--- src/rtl/hazard_scoreboard.sv ---
// hazard_scoreboard
//   Issue-side hazard tracker for the 5-stage core. It keeps a shadow of the
//   register writer currently in EX and of the pending destination of the
//   multi-cycle mul/div unit. ID is stalled when a source cannot be served by
//   the EX-stage bypass network: load-use, or a mul/div result not yet produced.
//   Writers that have reached MEM are always forwardable, so no MEM-stage
//   state is needed to decide a stall.
//
// Ports
//   clk, rstn        core clock (rising edge), asynchronous active-low reset
//   ID_*             decoded fields of the instruction currently in ID
//   flush            squash the ID instruction and the EX shadow entry
//   stall, bubble    hold PC/IF-ID and insert a NOP into ID/EX (same signal)
//   stall_cause      {mul/div hazard, load-use hazard}
//   md_busy, md_dest mul/div operation in flight and its destination
//   md_done          one-cycle pulse when the mul/div result is valid
//
// Mul/div FSM
//   state   | meaning
//   MD_IDLE | no operation in flight
//   MD_BUSY | operation in flight, counter counts down to 1
//   MD_DONE | result valid this cycle; a new op may issue here

module hazard_scoreboard #(
    parameter int MD_LAT = 4,
    parameter int CNT_W  = 3
) (
    input  logic       clk,
    input  logic       rstn,
    input  logic       ID_valid,
    input  logic [4:0] ID_rs,
    input  logic [4:0] ID_rt,
    input  logic       ID_useRs,
    input  logic       ID_useRt,
    input  logic       ID_RegWrite,
    input  logic [1:0] ID_RegSrc,
    input  logic [4:0] ID_WriteReg,
    input  logic       ID_isMD,
    input  logic       flush,
    output logic       stall,
    output logic       bubble,
    output logic [1:0] stall_cause,
    output logic       md_busy,
    output logic [4:0] md_dest,
    output logic       md_done
);

    localparam logic [1:0] REGSRC_MEM = 2'b01;

    typedef enum logic [1:0] {
        MD_IDLE = 2'b00,
        MD_BUSY = 2'b01,
        MD_DONE = 2'b10
    } mdState_t;

    mdState_t         mdState;
    logic [CNT_W-1:0] mdCnt;

    logic       exValid;
    logic       exIsLoad;
    logic [4:0] exWriteReg;

    logic loadUse;
    logic mdSrcHit;
    logic mdHaz;
    logic hazValid;
    logic issue;

    assign loadUse = exValid & exIsLoad & (exWriteReg != 5'd0) &
                     ((ID_useRs & (ID_rs == exWriteReg)) |
                      (ID_useRt & (ID_rt == exWriteReg)));

    // md_dest is forced to 0 when idle, so the nonzero test also keeps $0 hazard-free
    assign mdSrcHit = (md_dest != 5'd0) &
                      ((ID_useRs & (ID_rs == md_dest)) |
                       (ID_useRt & (ID_rt == md_dest)));

    // Single mul/div unit: any second mul/div waits, as does a WAW on its destination
    assign mdHaz = (mdState == MD_BUSY) &
                   (mdSrcHit | ID_isMD |
                    (ID_RegWrite & (ID_WriteReg != 5'd0) & (ID_WriteReg == md_dest)));

    assign hazValid    = ID_valid & ~flush;
    assign stall       = hazValid & (loadUse | mdHaz);
    assign bubble      = stall;
    assign stall_cause = hazValid ? {mdHaz, loadUse} : 2'b00;
    assign issue       = ID_valid & ~stall & ~flush;

    always_ff @(posedge clk or negedge rstn) begin
        if (!rstn) begin
            exValid    <= 1'b0;
            exIsLoad   <= 1'b0;
            exWriteReg <= 5'd0;
        end else begin
            exValid    <= issue & ID_RegWrite;
            exIsLoad   <= ID_RegSrc == REGSRC_MEM;
            exWriteReg <= ID_WriteReg;
        end
    end

    always_ff @(posedge clk or negedge rstn) begin
        if (!rstn) begin
            mdState <= MD_IDLE;
            mdCnt   <= '0;
            md_busy <= 1'b0;
            md_dest <= 5'd0;
            md_done <= 1'b0;
        end else begin
            md_done <= 1'b0;
            unique case (mdState)
                MD_BUSY: begin
                    if (mdCnt == CNT_W'(1)) begin
                        mdState <= MD_DONE;
                        mdCnt   <= '0;
                        md_busy <= 1'b0;
                        md_dest <= 5'd0;
                        md_done <= 1'b1;
                    end else begin
                        mdCnt <= mdCnt - 1'b1;
                    end
                end
                default: begin
                    // DONE behaves like IDLE so a back-to-back op can issue
                    if (issue & ID_isMD) begin
                        mdState <= MD_BUSY;
                        mdCnt   <= CNT_W'(MD_LAT);
                        md_busy <= 1'b1;
                        md_dest <= ID_WriteReg;
                    end else begin
                        mdState <= MD_IDLE;
                    end
                end
            endcase
        end
    end

endmodule

--- config.mk ---
export PLATFORM = sky130hd
export DESIGN_NAME = hazard_scoreboard
export DESIGN_NICKNAME = d
export VERILOG_FILES = /design/src/rtl/hazard_scoreboard.sv
export SDC_FILE = /design/constraint.sdc
export NUM_CORES = 1
export LEC_CHECK = 0
export ABC_AREA = 1
export CORE_MARGIN = 4
export CORE_UTILIZATION = 29
export CTS_CLUSTER_SIZE = 16
export DETAILED_ROUTE_END_ITERATION = 10
export SLEW_MARGIN = 20
export SYNTH_ARGS = -nofsm -noshare
export SYNTH_HDL_FRONTEND = slang
export SYNTH_SLANG_ARGS = --single-unit
--- constraint.sdc ---
create_clock -name clk -period 2.02 [get_ports clk]
set_input_delay 0.404 -clock clk [delete_from_list [all_inputs] [get_ports clk]]
set_output_delay 0.404 -clock clk [all_outputs]
set_load 0.02 [all_outputs]
==> impl_metrics.env <==
export IMPL_status="finished with violations"
export IMPL_violations="setup timing"
export IMPL_vdd_drop_max_v=0.0006855
export IMPL_cts_tree="yes"
export IMPL_final_cells=323
export IMPL_layout_commonest_cell="nand2_1"
export IMPL_clock_fmax_mhz=493.9
export IMPL_min_period_ns=2.025
export IMPL_place_area_sq_um=1907
export IMPL_slew_viol_final=0
export IMPL_top_layer_used="met4"
export IMPL_layout_common_cells="56 x nand2_1, 33 x buf_4, 27 x inv_1"
export IMPL_antenna_found_initial=0
export IMPL_drtIter0Drc=51
export IMPL_crit_path_start_kind="input port"
export IMPL_maxCapViolCount=0
export IMPL_fin_util=0.4825
export IMPL_relSlewSlack=0.8084
export IMPL_fin_skew_ns=0.002706
export IMPL_area_delta_synth_final_pct=60.67
export IMPL_seqCellArea_sq_um=480.5
export IMPL_setup_violations=2
export IMPL_tightest_slew_ns=0.2864
export IMPL_ys_seq_area_frac=0.3636
export IMPL_diodes=0
export IMPL_drt_wl_total_mm=3.706
export IMPL_clock_sinks=19
export IMPL_multiInputGateArea_sq_um=738.2
export IMPL_hold_buffers=0
export IMPL_die_w_um=75.15
export IMPL_initial_core_util=0.3003
export IMPL_worstPathArrival_ns=1.62
export IMPL_fillCellCount=436
export IMPL_crit_type="in2out"
export IMPL_postSynthCellCount=197
export IMPL_vias=1434
export IMPL_wire_per_inst_um=11.47
export IMPL_gp_congestion=0.8686
export IMPL_synth_edf_count=0
export IMPL_finalHoldViolCount=0
export IMPL_dr_pass1_iters=4
export IMPL_dr_wl_met3_um=227
export IMPL_cts_clk_slew_worst_paths_ns=0.07
export IMPL_ys_types=25
export IMPL_cp_end_kind="primary output"
export IMPL_post_route_cell_area_sq_um=2101
export IMPL_synthArstFlopShare=1.000
export IMPL_final_nets=299
export IMPL_worst_slack_ns=-0.004768
export IMPL_power_density_nw_per_um2=1072
export IMPL_routed_via_density=4.440
export IMPL_cts_buffer_depth=2
export IMPL_p_leak_nw=1.143
export IMPL_grt_max_degree=20
export IMPL_finalCritPeriodShare=1.002
export IMPL_met1Wirelength_mm=1.687
export IMPL_drive_above_1_share=0.3210
export IMPL_grt_pass1_vias=1343
export IMPL_ant_nets=0
export IMPL_clockRootBuffer="clkbuf_8"
export IMPL_ys_seq_elements=19
export IMPL_numPortBuffers=35
export IMPL_grt_usage=0.1382
export IMPL_cp_max_fo=3
export IMPL_worstHoldPathType="in2reg"
export IMPL_die_y_um=75.15
export IMPL_clkLatencyLatePin_ns=0.26
export IMPL_die_area_sq_um=5647
export IMPL_drc=0
export IMPL_io_pins=36
export IMPL_cts_max_level=1
export IMPL_gr_total_overflow=0
export IMPL_worstPathRequired_ns=1.62
export IMPL_rows=24
export IMPL_syn_cell_area_sq_um=1308
export IMPL_synth_flop_cell="dfrtp_1"
export IMPL_ys_warn_count=0
export IMPL_wl_met2_mm=1.744
export IMPL_core_region_area_sq_um=4354
export IMPL_synth_area_per_cell_sq_um=6.637
export IMPL_grt_pass1_wl_mm=5.927
export IMPL_dp_cells=309
export IMPL_rsz0062_at_grt="true"
export IMPL_numCtsBuffers=3
export IMPL_hpwl_mm=2.816
export IMPL_syn_nets=224
path summary, 6_finish.rpt:
check	from	end	slack, ns	depth (start not counted)
hold / removal	ID_WriteReg[3]	exWriteReg[3]	0.45	1
min in group asynchronous	rstn	md_done	0.47	2
max in group asynchronous	rstn	md_dest[3]	1.32	2
setup reg to reg	md_dest[3]	exValid	0.34	12
hold reg to reg	mdCnt[1]	mdCnt[1]	0.50	2
setup / recovery	ID_valid	bubble	-0.005	9
registers in the layout (all words and copies together) (netlist names):
name	flops
exIsLoad	1
exValid	1
exWriteReg	5
mdCnt	3
mdState	2
md_busy	1
md_dest	5
md_done	1
cells by family (layout without fill, tap and decap cells):
| group | Yosys count | count (layout) | synth area share |
|---|---|---|---|
| AO/OA/AOI/OAI | 16 | 16 | 0.07177 |
| XOR/XNOR | 1 | 1 | 0.006700 |
| adder cells (fa/ha/maj) | 2 | 2 | 0.01914 |
| buffers and inverters | 40 | 114 | 0.1234 |
| flip-flops | 19 | 19 | 0.3636 |
| AND/OR/NAND/NOR | 119 | 119 | 0.4153 |
where the power goes:
group | switching [mW] | total, mW | internal, mW
combinational | 0.655 | 1.36 | 0.708
clock | 0.123 | 0.264 | 0.140
sequential | 0.117 | 0.625 | 0.509
total | 0.895 | 2.25 | 1.36
final cells by class:
cell class | instances | area share
clock buffer | 4 | 0.02144
inverter | 38 | 0.06790
multi-input combinational | 138 | 0.3514
sequential | 19 | 0.2287
tap | 52 | 0.03097
timing repair buffer | 72 | 0.2996
metrics by stage:
step | TNS [ns] | setup WS, ns | hold slack (ns) | total power, mW
after floorplan | 0 | 0.08053 | 0.1084 | 1.211
after global placement | -3.686 | -0.6789 | 0.4843 | 1.755
after detailed placement | -3.857 | -0.6865 | 0.4970 | 1.763
after CTS | -0.1302 | -0.05115 | 0.4448 | 2.143
after global routing | -0.4000 | -0.1365 | 0.4401 | 2.455
final | -0.009255 | -0.004768 | 0.4469 | 2.253
cells in the mapped netlist (2+ instances only):
library cell | number | share of area
nand2_1 | 58 | 0.17
inv_1 | 34 | 0.098
nor2_1 | 25 | 0.072
dfrtp_1 | 19 | 0.36
nand3_1 | 17 | 0.065
o21ai_0 | 8 | 0.031
nand4_1 | 6 | 0.029
inv_2 | 4 | 0.011
a21oi_1 | 3 | 0.011
nor2_2 | 3 | 0.014
o21ai_1 | 3 | 0.011
and3_1 | 2 | 0.0096
ha_1 | 2 | 0.019
nand2_2 | 2 | 0.0096
critical path, cell delays in order:
cell	delay, ns
clkdlybuf4s50_1	0.45
inv_1	0.04
nor2_2	0.13
buf_4	0.13
inv_1	0.05
nor2_2	0.16
a21oi_4	0.07
inv_2	0.07
buf_6	0.11
what timing repair did:
action,CTS,global route
pin swaps,15,9
gates resized for setup,59,22
setup endpoints to repair,4,4
setup buffers,7,3
routing by layer:
metal,GRT usage,up-vias
met1,0.1887,640
met5,0,-
li1,-,757
met2,0.2205,33
met4,0.05243,0
met3,0.02136,4
No activity file was read; power rests on OpenSTA's default activity.
